===== config.mk =====
export PLATFORM = sky130hd
export DESIGN_NAME = deser_8x1b
export DESIGN_NICKNAME = d
export VERILOG_FILES = /design/src/rtl/deser_8x1b.sv
export SDC_FILE = /design/constraint.sdc
export NUM_CORES = 1
export LEC_CHECK = 0
export ABC_CLOCK_PERIOD_IN_PS = 1500
export BUFFER_PORTS_ARGS = -buffer_cell sky130_fd_sc_hd__buf_2
export CAP_MARGIN = 20
export CELL_PAD_IN_SITES_DETAIL_PLACEMENT = 1
export CELL_PAD_IN_SITES_GLOBAL_PLACEMENT = 1
export CORE_MARGIN = 3
export CORE_UTILIZATION = 34
export DETAILED_ROUTE_END_ITERATION = 12
export HOLD_SLACK_MARGIN = 0.05
export PLACE_DENSITY = 0.73
export REMOVE_ABC_BUFFERS = 1
export SLEW_MARGIN = 15
export SYNTH_ARGS = -nofsm -noshare
export SYNTH_HDL_FRONTEND = slang
export SYNTH_SLANG_ARGS = --single-unit

===== constraint.sdc =====
create_clock -name clk -period 1.5 [get_ports clk]
set_input_delay 0.3 -clock clk [delete_from_list [all_inputs] [get_ports clk]]
set_output_delay 0.3 -clock clk [all_outputs]
set_load 0.01 [all_outputs]

===== src/rtl/deser_8x1b.sv =====
// ============================================================================
// Module      : deser_8x1b
// Description : Serial-to-parallel collector; gathers eight 1-bit transfers
//               into a byte and presents it on a val/rdy output port.
// Revision    : 1.0 - initial release
// ============================================================================
`default_nettype none

module deser_8x1b #(
    parameter bit MSB_FIRST = 1'b0
) (
    input  logic       clk,
    input  logic       reset,
    input  logic       clear,
    input  logic       in_val,
    output logic       in_rdy,
    input  logic       in_bit,
    output logic       out_val,
    input  logic       out_rdy,
    output logic [7:0] out_data,
    output logic [2:0] count
);

    typedef enum logic [0:0] {
        ST_FILL = 1'b0,
        ST_FULL = 1'b1
    } state_t;

    state_t      state_q, state_d;
    logic [2:0]  count_q, count_d;
    logic [7:0]  data_q,  data_d;

    logic        w_in_xfer;
    logic [2:0]  w_slot;

    // In FULL the input side only opens when the consumer drains the byte on
    // the same edge, giving back-to-back words without a bubble.
    assign in_rdy    = reset & ((state_q == ST_FILL) | out_rdy);
    assign w_in_xfer = in_val & in_rdy;
    assign w_slot    = MSB_FIRST ? (3'd7 - count_q) : count_q;

    always_comb begin
        state_d = state_q;
        count_d = count_q;
        data_d  = data_q;
        if (clear) begin
            state_d = ST_FILL;
            count_d = 3'd0;
        end else if (w_in_xfer) begin
            data_d[w_slot] = in_bit;
            count_d        = count_q + 3'd1;
            // count is 0 in FULL, so an overlapping write restarts the word.
            if ((state_q == ST_FILL) && (count_q == 3'd7)) begin
                state_d = ST_FULL;
            end else begin
                state_d = ST_FILL;
            end
        end else if ((state_q == ST_FULL) && out_rdy) begin
            state_d = ST_FILL;
        end
    end

    always_ff @(posedge clk) begin
        if (!reset) begin
            state_q <= ST_FILL;
            count_q <= 3'd0;
            data_q  <= 8'h00;
        end else begin
            state_q <= state_d;
            count_q <= count_d;
            data_q  <= data_d;
        end
    end

    assign out_val  = (state_q == ST_FULL);
    assign out_data = data_q;
    assign count    = count_q;

endmodule

`default_nettype wire


# --- Word level (Yosys, flattened, before mapping) ---
# Cells that the tools add are included.
word_totals:
  ff_bits: 12
  in_bits: 6
  output_inout_bits: 13
classes:
  addsub: 1
  magnitude_cmp: 2
  n_eq_ne: 1
  n_mux: 6
  bitwise_logic: 6
  reduce_logical: 6
op_table:
  columns: ["operator", "n"]
  rows:
  - ["$bwmux 8", 1]
  - ["$lt 3x4->1 const B", 1]
  - ["$mux 1", 4]
  - ["$add 3x1->3 const B", 1]
  - ["$demux 1 s3", 1]
  - ["$eq 3x3->1 const B", 1]
  - ["$ge 3x1->1 const B", 1]
  - ["$logic_and 1x1->1", 3]
  - ["$not 1->1", 3]
  - ["$and 1x1->1", 2]
  - ["$reduce_and 2->1", 1]
  - ["$reduce_bool 2->1", 1]
  - ["$reduce_or 2->1", 1]
  - ["$or 1x1->1", 1]

# --- Logic depth before layout (Yosys ltp) ---
# Gate-level depths: netlist (run 1).
logic_depth:
  ltp_word: 5
  depth_mapped: 4
  mapped_depth_nobuf: 4

# --- Least setup slack after synthesis (run 1) ---
# Ideal clock, no wire load.
synth_path:
  path_type: "register to register"
  start: "reg count_q[2], in the netlist count[2]"
  end: "reg data_q[4], in the netlist out_data[4]"
  setup_time_ns: 0.126
  t_arrival_ns: 1.205
  setup_slack_ns: 0.170
  path_stages_with_launch: 4
  path_buffers: 0
  period_less_slack_ns: 1.330
  cell_sequence: "dfxtp_1 or2b_1 or4_4 mux2i_1"
synth_between:
  elab_chain_len: 5
synth_lines:
  columns: ["item", "line_no", "text"]
  rows:
  - ["from (decl)", "30", "logic [2:0] count_q, count_d;"]
  - ["from (signal assigned)", "70", "count_q <= count_d;"]
  - ["$lt 3x4->1 (not written as such) or $ge 3x1->1 (tied branches)", "50", "data_d[w_slot] = in_bit;"]
  - ["$logic_and 1x1->1 (not written as such)", "50", null]
  - ["$mux 1 (not written as such)", "50", null]
  - ["$demux 1 s3 *", "50", null]
  - ["$bwmux 8 *", "50", null]
  - ["to (signal assigned)", "71", "data_q <= data_d;"]
  - ["to (decl)", "31", "logic [7:0] data_q, data_d;"]
# Every way passes the cells marked *; elsewhere a longest branch is shown, timed or not.
# A chain may end at the register's enable or synchronous reset.

# --- Worst setup path in the final report (run 1) ---
layout_path:
  start: "reg state_q, in the netlist out_val"
  end: "reg data_q[4], in the netlist out_data[4]"
layout_between:
  elab_chain_len: 5
layout_lines:
  columns: ["item", "line_no", "text"]
  rows:
  - ["from (decl)", "29", "state_t state_q, state_d;"]
  - ["from (signal assigned)", "69", "state_q <= state_d;"]
  - ["$not 1->1", "38", "assign in_rdy = reset & ((state_q == ST_FILL) | out_rdy);"]
  - ["$or 1x1->1", "38", null]
  - ["$and 1x1->1", "38", null]
  - ["$and 1x1->1", "39", "assign w_in_xfer = in_val & in_rdy;"]
  - ["$reduce_and 2->1 (no line)", null, null]
# Every way passes these cells.

==> results of run 1 <==
-- cell type report --
cell class                 count  area, um^2  area share
timing repair buffer          23       127.6      0.1723
clock buffer                   3       22.52     0.03041
multi-input combinational     50       330.3      0.4459
tap                           16       20.02     0.02703
sequential                    12       240.2      0.3243
-- final timing paths --
| path | from | to | slack [ns] | depth (start not counted) |
|---|---|---|---|---|
| max | out_val$_SDFFE_PP0P_ | out_data[4]$_SDFFE_PN0P_ | 0.10 | 4 |
| min | in_val | out_val$_SDFFE_PP0P_ | 0.34 | 3 |
| max reg2reg | out_val$_SDFFE_PP0P_ | out_data[4]$_SDFFE_PN0P_ | 0.10 | 4 |
| min reg2reg | out_data[3]$_SDFFE_PN0P_ | out_data[3]$_SDFFE_PN0P_ | 0.46 | 2 |
-- kinds of logic after synthesis --
group,synth area share
mux,0.1376
fa+ha+maj,0.04300
buf+inv,0.01935
flops,0.4129
compound gates,0.06021
simple gates,0.3269
-- power groups by stage --
| stage | logic (mW) | clock network [mW] | registers, mW |
|---|---|---|---|
| 3_3_place_gp | 0.0472 | 0 | 0.330 |
| 3_5_place_dp | 0.0476 | 0 | 0.330 |
| 5_1_grt | 0.0529 | 0.215 | 0.322 |
| 4_1_cts | 0.0481 | 0.202 | 0.322 |
| 2_1_floorplan | 0.0201 | 0 | 0.331 |
| 6_report | 0.0478 | 0.192 | 0.322 |
-- cells in the mapped netlist (all sizes together) --
cell type  count  area share
nor4           5       0.054
or3            1       0.011
nand2b         3       0.032
or2b           2       0.026
nor2b          1       0.011
ha             2       0.043
a21oi          4       0.034
or2            1       0.015
or4            1       0.019
nor4b          1       0.015
clkbuf         3       0.019
nand3b         1       0.013
nor2           1      0.0064
o21ai          3       0.026
nand2         11       0.071
mux2i          8        0.14
nand4b         1       0.015
nand3          2       0.017
dfxtp         12        0.41
and2           2       0.022
-- worst min-delay path: cells and delay by family --
kind / cells / cell delay, ns
simple gates: 1 / 0.08
buf+inv: 1 / 0.12
compound gates: 1 / 0.06
-- registers in the layout, indices dropped and copies added, names as in the netlist --
register  count
out_val       1
out_data      8
count         3
-- layer usage --
| layer | vias to the layer above | global-route usage |
|---|---|---|
| met5 | - | 0 |
| met4 | 0 | 0.09945 |
| met3 | 4 | 0.04981 |
| met2 | 16 | 0.2246 |
| met1 | 263 | 0.1777 |
| li1 | 278 | - |
==> flow_summary_export.csv, run 1 <==
group,metric,value,unit
run_status,status,"finished, final reports clean",
cells_and_area,final_area,740.7,um^2
setup_path,cp-start-kind,"flip-flop",
worst_hold_path,min_path_type,"in2reg",
clock_tree,cts_tree,"yes",
sta,setup_viol,0,
cells_and_area,finalNetCount,98,
sta,tightestPinTransition,0.3587,ns
yosys,ys_types,20,
setup_path,cp_top_family,"simple AND/OR/NAND/NOR gates",
cells_and_area,fillers,206,
yosys,synth_area,581.8,um^2
floorplan,floorplan.rows,14,
global_routing,track_usage,0.1490,
routing,ant_nets,0,
floorplan,io_pins,19,
pwr,p_clk_frac,0.342,
routing,wl_met3,76,um
cells_and_area,fin_util,0.4751,
global_routing,grt_pass1_vias,532,
global_routing,antenna_found_initial,0,
global_routing,grt_max_degree,13,
cells_and_area,final_common_cell,"buf_2",
pwr,p_int,0.4336,mW
placement,gp_congestion,0.8116,
clock_tree,cts_hold_buffers,0,
pwr,power.share.sequential,0.573,
clock_tree,cts_sinks,12,
sta,timing.fmax,0.7149,GHz
setup_path,worst-path-max-fanout,11,
clock_tree,ctsResizeCount,0,
setup_path,crit_type,"reg2reg",
cells_and_area,mostFrequentLayoutCells,"18 x buf_2, 12 x dfxtp_1, 11 x nand2_1, 8 x mux2i_1",
routing,wl_met2,597,um
routing,dr.max_layer_used,"met4",
global_routing,grt_pass1_wl,2221,um
clock_tree,cts.clk_slew.worst_paths,0.07,ns
setup_path,critPathBufInv,1,
placement,portBuffers,18,
pwr,pwr-share-comb,0.085,
global_routing,grt-ovfl-total,0,
clock_tree,cts_made_buffers,3,
sta,slew_headroom,0.7575,
sta,hold_violations,0,
setup_path,cpPeakStageDelay,0.53,ns
setup_path,arrival,1.55,ns
yosys,ys_seq_area_frac,0.4129,
routing,met1_length,679,um
clock_tree,clk_latency,0.27,ns
sta,rsz0062_at_grt,"no",
floorplan,dieWidth,47.37,um
yosys,synth_cells,65,
setup_path,cp.required,1.65,ns
yosys,ys_ff_latch,12,
yosys,yosys_warnings,0,
floorplan,dieHeight,47.37,um
clock_tree,clockBufferDepth,2,
sta,fin_ws,0.1012,ns
placement,dpl_cell_area,718.2,um^2
pwr,leakage,0.3247,nW
clock_tree,cts_root_buf,"clkbuf_4",
cells_and_area,drive_above_1_share,0.3182,
yosys,avgSynthCellArea,8.951,um^2
sta,setup_tns,0,ns
routing,vias_per_cell,5.394,
sta,whs,0.3362,ns
sta,min_period,1.399,ns
clock_tree,postCtsSetupRepairBufs,0,
cells_and_area,final-instance-count-excl-fill,104,
setup_path,path_cells,"nor2b_1 -> buf_4 -> or4_4 -> mux2i_1",
sta,finalCritPeriodShare,0.9326,
placement,dp_worst_setup_slack,0.09874,ns
floorplan,start_util,0.3732,
placement,dp.cells,101,
routing,drc,0,
sta,skew,0.0006256,ns
routing,vias,561,
floorplan,core-area,1559,um^2
setup_path,worst_path_max_delay_cell,"or4_4",
floorplan,fp.dieArea,2243,um^2
routing,firstDrtPassIters,2,
routing,wl_per_cell,13.36,um
pwr,ir_drop,0.0002975,V
pwr,p_switching,0.1285,mW
sta,finalMaxSlewViolations,0,
cells_and_area,n_antenna_cell,0,
cells_and_area,synthToLayoutAreaGrowth,27.31,%
routing,routed_wl,1389,um
pwr,powerDensity,758.9,nW/um^2
pwr,p_total,0.5621,mW
setup_path,crit_path_end_kind,"flip-flop",
flow_run,drv_cap,0,
clock_tree,h-tree-depth,1,
placement,hpwl,1044,um
pwr,switching_share,0.2286,
routing,drtIter0Drc,4,
Power figures use the tool's default switching activity.
==> run 2, diff against run 1 <==
--- a/config.mk
+++ b/config.mk
@@ -10,7 +10,7 @@
 export CAP_MARGIN = 20
 export CELL_PAD_IN_SITES_DETAIL_PLACEMENT = 1
 export CELL_PAD_IN_SITES_GLOBAL_PLACEMENT = 1
-export CORE_MARGIN = 3
+export CORE_MARGIN = 2
 export CORE_UTILIZATION = 34
 export DETAILED_ROUTE_END_ITERATION = 12
 export HOLD_SLACK_MARGIN = 0.05
==> run 2 against run 1 <==
Effect of this change: cell count increased by 1.9%; critical path depth unchanged; critical path type unchanged; clock-buffer cell count increased by 1; highest routed layer unchanged.
==> flow_summary_export.csv, run 2 (synthesis results as in run 1) <==
group,metric,value,unit
routing,routed_wl,1390,um
global_routing,grt-ovfl-total,0,
global_routing,antenna_found_initial,0,
floorplan,start_util,0.3732,
global_routing,grt_max_degree,13,
placement,gp_congestion,0.7652,
cells_and_area,mostFrequentLayoutCells,"18 x buf_2, 12 x dfxtp_1, 11 x nand2_1, 8 x mux2i_1, 6 x buf_4",
sta,timing.fmax,0.7003,GHz
worst_hold_path,whs_path_depth,3,
clock_tree,cts_tree,"yes",
setup_path,crit_type,"reg2reg",
sta,finalMaxSlewViolations,0,
routing,vias_per_cell,5.189,
routing,wl_per_cell,13.11,um
clock_tree,cts_root_buf,"clkbuf_4",
setup_path,crit_path_end_kind,"flip-flop",
cells_and_area,largest_reg_flops,8,
worst_hold_path,hold_path_end,"out_val$_SDFFE_PP0P_",
setup_path,cp.required,1.65,ns
sta,slew_headroom,0.7540,
sta,finalCritPeriodShare,0.9520,
setup_path,arrival,1.58,ns
floorplan,core-area,1559,um^2
routing,ant_nets,0,
setup_path,r2r-end,"out_data[4]$_SDFFE_PN0P_",
clock_tree,h-tree-depth,1,
setup_path,rr_worst_depth,4,
cells_and_area,drive_above_1_share,0.3333,
cells_and_area,finalNetCount,99,
sta,rsz0062_at_grt,"no",
floorplan,dieHeight,45.37,um
sta,skew,0.003460,ns
pwr,powerDensity,832.5,nW/um^2
setup_path,worst-path-max-fanout,11,
sta,hold_violations,0,
worst_hold_path,min_path_type,"in2reg",
global_routing,grt_pass1_wl,2235,um
global_routing,grt_pass1_vias,528,
setup_path,r2r_slack,0.07,ns
routing,drtIter0Drc,1,
clock_tree,cts_hold_buffers,0,
routing,drc,0,
cells_and_area,final_common_cell,"buf_2",
setup_path,path_cells,"nor2b_1 -> buf_4 -> or4_4 -> mux2i_1",
pwr,p_total,0.6344,mW
clock_tree,cts.clk_slew.worst_paths,0.08,ns
sta,tightestPinTransition,0.3638,ns
floorplan,floorplan.rows,14,
clock_tree,clockBufferDepth,2,
clock_tree,clk_latency,0.28,ns
cells_and_area,synthToLayoutAreaGrowth,30.97,%
routing,vias,550,
pwr,leakage,0.3363,nW
setup_path,cpPeakStageDelay,0.53,ns
cells_and_area,fin_util,0.4888,
setup_path,r2r_start,"out_val$_SDFFE_PP0P_",
sta,min_period,1.428,ns
sta,setup_viol,0,
worst_hold_path,hp-start,"in_val",
floorplan,fp.dieArea,2058,um^2
clock_tree,ctsResizeCount,0,
placement,hpwl,1068,um
cells_and_area,n_antenna_cell,0,
clock_tree,postCtsSetupRepairBufs,0,
floorplan,io_pins,19,
global_routing,track_usage,0.1576,
clock_tree,cts_sinks,12,
setup_path,cp-start-kind,"flip-flop",
flow_run,drv_cap,0,
floorplan,dieWidth,45.37,um
placement,portBuffers,18,
setup_path,worst_path_max_delay_cell,"or4_4",
clock_tree,cts_made_buffers,3,
sta,setup_tns,0,ns
run_status,status,"finished, final reports clean",
routing,firstDrtPassIters,4,
pwr,ir_drop,0.0004239,V
sta,fin_ws,0.07201,ns
placement,dp_worst_setup_slack,0.09080,ns
run 2: worst max-delay path, delay by kind of cell, from the launching register on:
kind	cells	cell delay, ns
DFF	1	0.33
buffers and inverters	1	0.16
and+or+nand+nor	2	0.66
muxes	1	0.14
run 2: metal layers:
layer  track usage  share of wire  vias to the layer above  routed length [um]
met5             0              0                        -                   0
met2        0.2371           0.42                       16                 589
li1              -              -                      281                   -
met3       0.06000          0.055                        4                  76
met4       0.07059          0.022                        0                  31
met1        0.1990           0.50                      249                 692
run 2: power breakdown:
| group | leakage, nW | total (mW) | internal (mW) | switching, mW |
|---|---|---|---|---|
| registers | 0.0968 | 0.322 | 0.320 | 0.00170 |
| clock network | 0.0210 | 0.263 | 0.148 | 0.116 |
| logic | 0.219 | 0.0491 | 0.0220 | 0.0271 |
| total | 0.336 | 0.634 | 0.490 | 0.144 |
run 2: worst max path at each step:
stage,from,to,slack (ns),cells after the start
6_report,out_val$_SDFFE_PP0P_,out_data[4]$_SDFFE_PN0P_,0.07,4
4_1_cts,out_val$_SDFFE_PP0P_,out_data[4]$_SDFFE_PN0P_,0.07,4
2_1_floorplan,out_val$_SDFFE_PP0P_,out_data[4]$_SDFFE_PN0P_,0.17,3
3_5_place_dp,out_val$_SDFFE_PP0P_,out_data[4]$_SDFFE_PN0P_,0.09,4
3_3_place_gp,clear,out_data[4]$_SDFFE_PN0P_,0.12,4
5_1_grt,out_val$_SDFFE_PP0P_,out_data[4]$_SDFFE_PN0P_,0.04,4
run 2: metrics by stage:
| step | cell area, um^2 | cells | hold WS, ns |
|---|---|---|---|
| 2_1_floorplan | 570.5 | 62 | 0.4469 |
| 4_1_cts | 762.0 | 106 | 0.3148 |
| 6_report | 762.0 | 106 | 0.3121 |
| 5_1_grt | 762.0 | 106 | 0.3273 |
| 3_3_place_gp | 725.7 | 102 | 0.4419 |
| 3_5_place_dp | 725.7 | 102 | 0.4452 |
run 2: area by class of cell:
cell class / instances / area [um^2]
timing repair buffer: 24 / 135.1
fill: 191 / 797.0
sequential: 12 / 240.2
multi-input combinational: 50 / 330.3
tap: 16 / 20.02
clock buffer: 4 / 36.28
==> run 3, diff against run 2 <==
--- a/config.mk
+++ b/config.mk
@@ -6,15 +6,15 @@
 export NUM_CORES = 1
 export LEC_CHECK = 0
 export ABC_CLOCK_PERIOD_IN_PS = 1500
-export BUFFER_PORTS_ARGS = -buffer_cell sky130_fd_sc_hd__buf_2
 export CAP_MARGIN = 20
 export CELL_PAD_IN_SITES_DETAIL_PLACEMENT = 1
 export CELL_PAD_IN_SITES_GLOBAL_PLACEMENT = 1
 export CORE_MARGIN = 2
-export CORE_UTILIZATION = 34
+export CORE_UTILIZATION = 41
 export DETAILED_ROUTE_END_ITERATION = 12
+export DONT_BUFFER_PORTS = 1
 export HOLD_SLACK_MARGIN = 0.05
-export PLACE_DENSITY = 0.73
+export PLACE_DENSITY = 0.7
 export REMOVE_ABC_BUFFERS = 1
 export SLEW_MARGIN = 15
 export SYNTH_ARGS = -nofsm -noshare
==> run 3 against run 2 <==
Effect of this change: clock power decreased by 29%; highest routed layer is now met3; fmax up 2.6%; sequential power hardly changed.
==> flow_summary_export.csv, run 3 (synthesis results as in run 1) <==
group,metric,value,unit
floorplan,fp.dieArea,1736,um^2
clock_tree,cts_hold_buffers,0,
floorplan,io_pins,19,
setup_path,arrival,1.09,ns
clock_tree,cts_tree,"yes",
global_routing,grt_pass1_vias,527,
pwr,leakage,0.2304,nW
floorplan,floorplan.rows,13,
clock_tree,cts_sinks,12,
placement,dp.cells,81,
cells_and_area,finalNetCount,79,
sta,slew_headroom,0.7112,
setup_path,cp_top_family,"simple AND/OR/NAND/NOR gates",
routing,ant_nets,0,
cells_and_area,fillers,157,
floorplan,dieWidth,41.67,um
global_routing,grt-ovfl-total,0,
global_routing,track_usage,0.1775,
routing,vias,482,
floorplan,core-area,1318,um^2
pwr,pwr-share-comb,0.053,
flow_run,drv_cap,0,
global_routing,grt_max_degree,14,
clock_tree,cts_made_buffers,3,
setup_path,crit_path_end_kind,"output port",
clock_tree,clk_latency,0.26,ns
global_routing,grt_pass1_wl,2387,um
setup_path,worst-path-max-fanout,5,
pwr,p_clk_frac,0.346,
pwr,powerDensity,833.2,nW/um^2
routing,firstDrtPassIters,3,
setup_path,cpPeakStageDelay,0.32,ns
clock_tree,postCtsSetupRepairBufs,0,
setup_path,critPathBufInv,1,
pwr,p_total,0.5369,mW
sta,setup_viol,0,
clock_tree,cts.clk_slew.worst_paths,0.07,ns
clock_tree,h-tree-depth,1,
sta,finalCritPeriodShare,0.9274,
pwr,p_switching,0.1132,mW
pwr,p_int,0.4237,mW
cells_and_area,synthToLayoutAreaGrowth,10.75,%
placement,dpl_cell_area,619.3,um^2
sta,setup_tns,0,ns
cells_and_area,regArea,240.2,um^2
sta,min_period,1.391,ns
pwr,switching_share,0.2108,
sta,rsz0062_at_grt,"no",
setup_path,cp-start-kind,"flip-flop",
cells_and_area,multi_input_area,332.8,um^2
routing,routed_wl,1345,um
pwr,power.share.sequential,0.601,
routing,drc,0,
floorplan,start_util,0.4416,
floorplan,dieHeight,41.67,um
global_routing,antenna_found_initial,0,
clock_tree,clockBufferDepth,2,
cells_and_area,n_antenna_cell,0,
sta,skew,0.005528,ns
placement,hpwl,950,um
routing,drtIter0Drc,7,
worst_hold_path,min_path_type,"in2reg",
placement,gp_congestion,0.8140,
sta,tightestPinTransition,0.4312,ns
sta,timing.fmax,0.7188,GHz
cells_and_area,final_area,644.4,um^2
cells_and_area,final-instance-count-excl-fill,84,
clock_tree,cts_root_buf,"clkbuf_4",
cells_and_area,final_common_cell,"dfxtp_1",
cells_and_area,largest_reg_flops,8,
cells_and_area,mostFrequentLayoutCells,"12 x dfxtp_1, 11 x nand2_1, 8 x mux2i_1, 5 x nor4_1",
setup_path,crit_type,"reg2out",
routing,wl_per_cell,16.01,um
setup_path,worst_path_max_delay_cell,"dfxtp_1",
sta,hold_violations,0,
sta,finalMaxSlewViolations,0,
setup_path,cp.required,1.20,ns
setup_path,path_cells,"buf_4 -> nand2b_1 -> and2_1",
pwr,ir_drop,0.0003838,V
placement,portBuffers,0,
run_status,status,"finished, final reports clean",
routing,vias_per_cell,5.738,
cells_and_area,drive_above_1_share,0.1449,
-- run 3: cell count changes in the layout (fill, tap and decap cells not counted), sizes merged --
cell and change:
buf -20, clkbuf -1
-- run 3: worst reg2reg max path: stages, from the launching register on --
cell	delay [ns]
dfxtp_1	0.40
or2b_1	0.27
or4_4	0.42
mux2i_1	0.13
-- run 3: what timing repair did --
action	in CTS	in global routing
setup endpoints to repair	0	9
gates resized for setup	0	1
endpoints found under the hold margin	0	0
-- run 3: area by class of cell --
class                   instances  share of cell area
repair buffers                  4             0.04660
clock buffers                   3             0.03495
multi-input cells              50              0.5165
well taps                      15             0.02913
flip-flops and latches         12              0.3728
-- run 3: power groups by stage --
stage	Clock, mW	Sequential, mW	Combinational, mW
2_1_floorplan	0	0.331	0.0201
3_3_place_gp	0	0.330	0.0280
3_5_place_dp	0	0.330	0.0284
4_1_cts	0.197	0.323	0.0288
5_1_grt	0.211	0.323	0.0319
6_report	0.186	0.323	0.0285
-- run 3: worst paths after layout --
path	slack (ns)	cells after the start	startpoint	endpoint
hold / removal	0.18	2	reset	out_data[4]$_SDFFE_PN0P_
setup reg to reg	0.17	3	count[2]$_SDFFE_PP0P_	out_data[4]$_SDFFE_PN0P_
setup / recovery	0.11	3	out_val$_SDFFE_PP0P_	in_rdy
hold reg to reg	0.51	2	out_data[4]$_SDFFE_PN0P_	out_data[4]$_SDFFE_PN0P_
-- run 3: metal layers --
metal / vias up / global-route usage / share of wire
met4: 0 / 0.04516 / 0
met1: 231 / 0.2466 / 0.47
met2: 12 / 0.2594 / 0.47
met3: 0 / 0.06522 / 0.055
li1: 239 / - / -
met5: - / 0 / 0
-- run 3: per-stage QoR --
step / worst slack [ns] / hold slack (ns) / util
after global routing: 0.02589 / 0.1659 / 0.4891
after global placement: 0.1684 / 0.4540 / 0.4701
final: 0.1089 / 0.1802 / 0.4891
after detailed placement: 0.1088 / 0.4553 / 0.4701
after floorplan: 0.1672 / 0.4469 / -
after CTS: 0.07399 / 0.1690 / 0.4872
